**config.mk**
```make
export PLATFORM = sky130hd
export DESIGN_NAME = mem_wb_writeback_flat
export DESIGN_NICKNAME = d
export VERILOG_FILES = /design/src/rtl/mem_wb_writeback_if.sv /design/src/rtl/mem_wb_writeback.sv /design/src/flat_wrapper.sv
export SDC_FILE = /design/constraint.sdc
export NUM_CORES = 1
export LEC_CHECK = 0
export BUFFER_PORTS_ARGS = -buffer_cell sky130_fd_sc_hd__buf_2
export CAP_MARGIN = 20
export CELL_PAD_IN_SITES_DETAIL_PLACEMENT = 0
export CELL_PAD_IN_SITES_GLOBAL_PLACEMENT = 1
export CORE_MARGIN = 8
export CORE_UTILIZATION = 31
export DETAILED_ROUTE_END_ITERATION = 7
export PLACE_DENSITY = 0.92
export SLEW_MARGIN = 20
export SYNTH_ARGS = -nofsm -noshare
export SYNTH_HDL_FRONTEND = slang
export SYNTH_SLANG_ARGS = --single-unit
export TNS_END_PERCENT = 10
```
**constraint.sdc**
```tcl
create_clock -name i_clk -period 1.95 [get_ports i_clk]
set_input_delay 0.195 -clock i_clk [delete_from_list [all_inputs] [get_ports i_clk]]
set_output_delay 0.195 -clock i_clk [all_outputs]
set_load 0.01 [all_outputs]
```
**src/rtl/mem_wb_writeback_if.sv**
```systemverilog
// MEM/WB stage bus: instruction fields from the memory stage in, register-file write port out.
// master drives the stage inputs, slave is the stage itself.
interface mem_wb_writeback_if #(
  parameter int BITS_SIZE     = 32,
  parameter int REG_ADDR_BITS = 5
);
  logic                     i_stall;
  logic                     i_flush;
  logic                     i_valid;
  logic                     i_reg_write;
  logic [REG_ADDR_BITS-1:0] i_rd;
  logic [1:0]               i_wb_sel;
  logic [BITS_SIZE-1:0]     i_alu_result;
  logic [BITS_SIZE-1:0]     i_mem_data;
  logic [1:0]               i_addr_low;
  logic [1:0]               i_load_size;
  logic                     i_load_unsigned;
  logic [15:0]              i_immediate;
  logic [BITS_SIZE-1:0]     i_pc;
  logic                     o_valid;
  logic                     o_reg_write;
  logic [REG_ADDR_BITS-1:0] o_rd;
  logic [BITS_SIZE-1:0]     o_wb_data;

  modport master (
    output i_stall, i_flush, i_valid, i_reg_write, i_rd, i_wb_sel, i_alu_result,
           i_mem_data, i_addr_low, i_load_size, i_load_unsigned, i_immediate, i_pc,
    input  o_valid, o_reg_write, o_rd, o_wb_data
  );

  modport slave (
    input  i_stall, i_flush, i_valid, i_reg_write, i_rd, i_wb_sel, i_alu_result,
           i_mem_data, i_addr_low, i_load_size, i_load_unsigned, i_immediate, i_pc,
    output o_valid, o_reg_write, o_rd, o_wb_data
  );
endinterface

```
**src/rtl/mem_wb_writeback.sv**
```systemverilog
// Registered MEM/WB stage: picks ALU, filtered load, LUI or link data and latches it
// with the destination register for the register-file write port and forwarding.
module mem_wb_writeback #(
  parameter int BITS_SIZE     = 32,
  parameter int REG_ADDR_BITS = 5,
  parameter int LINK_OFFSET   = 8
) (
  input logic              i_clk,
  input logic              i_reset,
  mem_wb_writeback_if.slave bus
);

  logic [7:0]           lane_byte;
  logic [15:0]          lane_half;
  logic [BITS_SIZE-1:0] load_data;
  logic [BITS_SIZE-1:0] wb_data;
  logic                 sign_fill;

  // Little-endian lane extraction; only the low 32 bits of the memory word carry load data.
  always_comb begin
    lane_byte = bus.i_mem_data[{bus.i_addr_low, 3'b000} +: 8];
    lane_half = bus.i_addr_low[1] ? bus.i_mem_data[31:16] : bus.i_mem_data[15:0];
    sign_fill = 1'b0;
    load_data = '0;
    case (bus.i_load_size)
      2'b00: begin
        sign_fill       = ~bus.i_load_unsigned & lane_byte[7];
        load_data       = {BITS_SIZE{sign_fill}};
        load_data[7:0]  = lane_byte;
      end
      2'b01: begin
        sign_fill       = ~bus.i_load_unsigned & lane_half[15];
        load_data       = {BITS_SIZE{sign_fill}};
        load_data[15:0] = lane_half;
      end
      default: begin
        load_data[31:0] = bus.i_mem_data[31:0];
      end
    endcase
  end

  always_comb begin
    wb_data = '0;
    case (bus.i_wb_sel)
      2'b00:   wb_data = bus.i_alu_result;
      2'b01:   wb_data = load_data;
      2'b10:   wb_data[31:16] = bus.i_immediate;
      default: wb_data = bus.i_pc + BITS_SIZE'(LINK_OFFSET);
    endcase
  end

  always_ff @(posedge i_clk) begin
    if (i_reset || bus.i_flush) begin
      bus.o_valid     <= 1'b0;
      bus.o_reg_write <= 1'b0;
      bus.o_rd        <= '0;
      bus.o_wb_data   <= '0;
    end else if (!bus.i_stall) begin
      bus.o_valid     <= bus.i_valid;
      // x0 is hardwired to zero, so a write to it is suppressed here rather than in the reg file.
      bus.o_reg_write <= bus.i_valid & bus.i_reg_write & (bus.i_rd != '0);
      bus.o_rd        <= bus.i_rd;
      bus.o_wb_data   <= wb_data;
    end
  end

endmodule
```
**src/flat_wrapper.sv**
```systemverilog
// flat-port wrapper written by rule: the top's interface ports become plain ports
module mem_wb_writeback_flat 
#(
  parameter int BITS_SIZE     = 32,
  parameter int REG_ADDR_BITS = 5,
  parameter int LINK_OFFSET   = 8
)
  (i_clk, i_reset, bus_i_stall, bus_i_flush, bus_i_valid, bus_i_reg_write, bus_i_rd, bus_i_wb_sel, bus_i_alu_result, bus_i_mem_data, bus_i_addr_low, bus_i_load_size, bus_i_load_unsigned, bus_i_immediate, bus_i_pc, bus_o_valid, bus_o_reg_write, bus_o_rd, bus_o_wb_data);
  mem_wb_writeback_if #(.BITS_SIZE(BITS_SIZE), .REG_ADDR_BITS(REG_ADDR_BITS)) bus_i ();
  input logic i_clk;
  input logic i_reset;
  input wire logic [$bits(bus_i.i_stall)-1:0] bus_i_stall;
  input wire logic [$bits(bus_i.i_flush)-1:0] bus_i_flush;
  input wire logic [$bits(bus_i.i_valid)-1:0] bus_i_valid;
  input wire logic [$bits(bus_i.i_reg_write)-1:0] bus_i_reg_write;
  input wire logic [$bits(bus_i.i_rd)-1:0] bus_i_rd;
  input wire logic [$bits(bus_i.i_wb_sel)-1:0] bus_i_wb_sel;
  input wire logic [$bits(bus_i.i_alu_result)-1:0] bus_i_alu_result;
  input wire logic [$bits(bus_i.i_mem_data)-1:0] bus_i_mem_data;
  input wire logic [$bits(bus_i.i_addr_low)-1:0] bus_i_addr_low;
  input wire logic [$bits(bus_i.i_load_size)-1:0] bus_i_load_size;
  input wire logic [$bits(bus_i.i_load_unsigned)-1:0] bus_i_load_unsigned;
  input wire logic [$bits(bus_i.i_immediate)-1:0] bus_i_immediate;
  input wire logic [$bits(bus_i.i_pc)-1:0] bus_i_pc;
  output wire logic [$bits(bus_i.o_valid)-1:0] bus_o_valid;
  output wire logic [$bits(bus_i.o_reg_write)-1:0] bus_o_reg_write;
  output wire logic [$bits(bus_i.o_rd)-1:0] bus_o_rd;
  output wire logic [$bits(bus_i.o_wb_data)-1:0] bus_o_wb_data;
  assign bus_i.i_stall = bus_i_stall;
  assign bus_i.i_flush = bus_i_flush;
  assign bus_i.i_valid = bus_i_valid;
  assign bus_i.i_reg_write = bus_i_reg_write;
  assign bus_i.i_rd = bus_i_rd;
  assign bus_i.i_wb_sel = bus_i_wb_sel;
  assign bus_i.i_alu_result = bus_i_alu_result;
  assign bus_i.i_mem_data = bus_i_mem_data;
  assign bus_i.i_addr_low = bus_i_addr_low;
  assign bus_i.i_load_size = bus_i_load_size;
  assign bus_i.i_load_unsigned = bus_i_load_unsigned;
  assign bus_i.i_immediate = bus_i_immediate;
  assign bus_i.i_pc = bus_i_pc;
  assign bus_o_valid = bus_i.o_valid;
  assign bus_o_reg_write = bus_i.o_reg_write;
  assign bus_o_rd = bus_i.o_rd;
  assign bus_o_wb_data = bus_i.o_wb_data;
  mem_wb_writeback #(.BITS_SIZE(BITS_SIZE), .REG_ADDR_BITS(REG_ADDR_BITS), .LINK_OFFSET(LINK_OFFSET)) u_core (.i_clk(i_clk), .i_reset(i_reset), .bus(bus_i));
endmodule
```
==> results.md <==
- # diodes: 0
- Area grow syn2layout: 39.3%
- Syn Nets: approximately 550
- Placed Area: 4190 um2
- Worst Path Required: 2120 ps
- Max cap viols: 0
- Largest net degree at the start of global routing: 31
- Placeable Area: 9730 um2
- HP Start: bus_i_rd[3]
- Setup violators final: 0
- Number of warnings issued by yosys: 0
- Number of flops mapped to enable cells by yosys: 0
- Reg2reg start: u_core.bus.o_wb_data[30]
- Vias per inst: 5.49
- Reg-to-reg slack, setup: between 1000 and 1500 ps
- Commonest non-fill, non-tap cells in the layout: 168 x buf_2, 46 x o21ai_0, 39 x a21oi_1, 39 x dfxtp_1, 35 x nand2_1
- Avg Cell Area, Syn: 7.31 um2
- Io pins: around 170
- Chip width: 116 um
- I/O Buffers: 168
- DP Cell Count: 720
- Fin crit period: between 1500 and 2000 ps
- Clk pwr share: 0.285
- Iter 0 DRT Violations: 390
- Detailed-route DRC error count: 0
- Worst slew margin: 0.560
- FF-to-FF path depth: 3
- GRT Resource Usage Total: 0.201
- Hold endpoint: u_core.bus.o_rd[3]
- FF-to-FF End: u_core.bus.o_wb_data[30]
- PwrDens: ~500 nW/um2
- Die Area: 13400 um2
- Clk buf depth: 2
- CTS Root Cell: clkbuf_8
- First-pass GRT wire length: approximately 21000 um
- Initial antenna violation count: 0
- Chip height: 116 um
- TritonCTS buffer count: 5
- Hold depth: 3
- Clock transition at path regs: 80 ps
- Rows: 36
- Clock Skew: 0 ps
- Status: finished, final reports clean
- P_int: approximately 1.4 mW
- Initial Util: 0.316
- Post-DP HPWL: between 10000 and 15000 um
- Cells after Synth: 421
- Post-route clock period utilization: 0.870
- Hold WC Path Type: in2reg
- GPL Wtd Cong: about 0.94
- #FFs+latches synth: 39
- CTS tree: yes
- GRT overflow: 0
- Vias in the first global route: around 4000
- Commonest non-fill, non-tap cell in the layout: buf_2
- Ys async rst share: 0
- Max VDD drop: 289 uV
- Per-cell routed wire length: 19.3 um
- Least-Margin Pin Slew: 643 ps
- Yosys cell types: 55
- TritonRoute pass-1 iters: 5
- Layout fillers: 1015
- Fin. Hold Viols: 0
- Post-route ant nets: 0
- Crit Path Max Fanout: 6
- Nets@finish: 725
- # resized after CTS: 0
- Post-CTS Hold Fix Bufs: 0
- Top FF cell, synth: dfxtp_1
- Layout cells sized above 1: 0.370
- Clock sink count: 39
- Setup crit end kind: flip-flop
- Final core utilization: 0.441
- Register area share after synthesis: 0.254
- Post-CTS Setup Inserts: 0
- Design Area, Final: 4290 um2
- Fmax: 590 MHz
- Slew Viols, Final: 0
- Logic gate share of total power: 0.314
- Static Leak: 1.91 nW
- Worst EP arrival: 1860 ps
- Synthesized area: 3080 um2
- Clock latency at the later pin of the worst-skew pair: 280 ps
- Vias: 3998
- Post-Layout Cell Count: 728
- Seq pwr share: 0.400
- WL final: 14000 um
- Unrepaired setup endpoints after global routing: no
- Switching Share: 0.320
- Kind of critical path: in2reg
- Psw: ~0.68 mW
- Worst setup SP type: primary input
- H-tree depth: 2
==> metal layers <==
layer / vias to the layer above / track usage / routed length [um]
met5: - / 0 / 0
met3: 13 / 0.0380 / 1070
li1: 1951 / - / -
met2: 163 / 0.333 / 6530
met4: 0 / 0.0432 / 196
met1: 1871 / 0.265 / 6250
==> state kept, by name (all words and copies together) (netlist names) <==
register                cells
u_core.bus.o_valid          1
u_core.bus.o_rd             5
u_core.bus.o_reg_write      1
u_core.bus.o_wb_data       32
==> how the worst max path moves through the flow <==
stage / from / to / slack, ps / depth (start not counted)
2_1_floorplan: bus_i_pc[3] / u_core.bus.o_wb_data[31] / 150 / 7
3_3_place_gp: bus_i_pc[5] / u_core.bus.o_wb_data[18] / -30 / 6
3_5_place_dp: bus_i_pc[5] / u_core.bus.o_wb_data[18] / -60 / 6
4_1_cts: bus_i_pc[5] / u_core.bus.o_wb_data[18] / 250 / 6
5_1_grt: bus_i_pc[16] / u_core.bus.o_wb_data[21] / 160 / 7
6_report: bus_i_pc[5] / u_core.bus.o_wb_data[18] / 250 / 6
==> synthesized netlist by cell type, types with 5 or more instances <==
library cell,n,area (um2)
nand3_1,11,55.1
dfxtp_1,39,781
nor2b_1,6,37.5
mux2_2,6,67.6
a221o_1,6,60.1
xnor2_1,12,105
o221ai_1,9,78.8
xor2_1,5,43.8
mux2i_1,9,90.1
o21ai_0,46,230
a31oi_1,9,56.3
a221oi_1,9,78.8
nor4_1,6,37.5
a22oi_1,9,67.6
a211oi_1,13,97.6
clkbuf_1,26,97.6
and3_1,5,31.3
nand4_1,9,56.3
inv_1,15,56.3
a21oi_1,39,195
nor2_1,32,120
nand2_1,35,131
o211ai_1,5,37.5
==> area by class of cell <==
cell class                 instances  area (um2)  area share
tap                              133         166      0.0388
timing repair buffer             197        1060       0.247
clock buffer                       7        96.3      0.0225
clock inverter                     1        7.51     0.00175
multi-input combinational        335        2120       0.494
inverter                          16        60.1      0.0140
sequential                        39         781       0.182
==> stage by stage <==
step / setup TNS (ps) / hold slack, ps / setup slack [ps] / power (mW)
after floorplan: 0 / 339 / 146 / 1.18
after global placement: -30.4 / 443 / -30.4 / 1.51
after detailed placement: -59.1 / 453 / -59.1 / 1.52
after CTS: 0 / 151 / 246 / 2.12
after global routing: 0 / 169 / 160 / 2.22
final: 0 / 157 / 254 / 2.12
==> worst max-delay path, cell delays in order <==
cell and delay [ps]:
buf_2 140, nand4_1 190, or4_1 670, o21a_1 220
o21ai_0 340, a21oi_1 120
==> power by group through the flow <==
stage / registers (mW) / logic, mW / clock network [mW]
6_report: 0.847 / 0.665 / 0.604
5_1_grt: 0.851 / 0.726 / 0.648
4_1_cts: 0.847 / 0.660 / 0.611
3_5_place_dp: 0.865 / 0.656 / 0
3_3_place_gp: 0.864 / 0.649 / 0
2_1_floorplan: 0.878 / 0.297 / 0
==> kinds of logic after synthesis <==
| group | Yosys count | synth area share |
|---|---|---|
| xor gates and xnor gates | 17 | 0.0484 |
| adders and majority gates | 1 | 0.00406 |
| muxes | 16 | 0.0585 |
| AOI/OAI and AO/OA | 167 | 0.354 |
| buffers and inverters | 47 | 0.0581 |
| and+or+nand+nor | 134 | 0.224 |
| DFF | 39 | 0.254 |
Power figures use the tool's default switching activity.
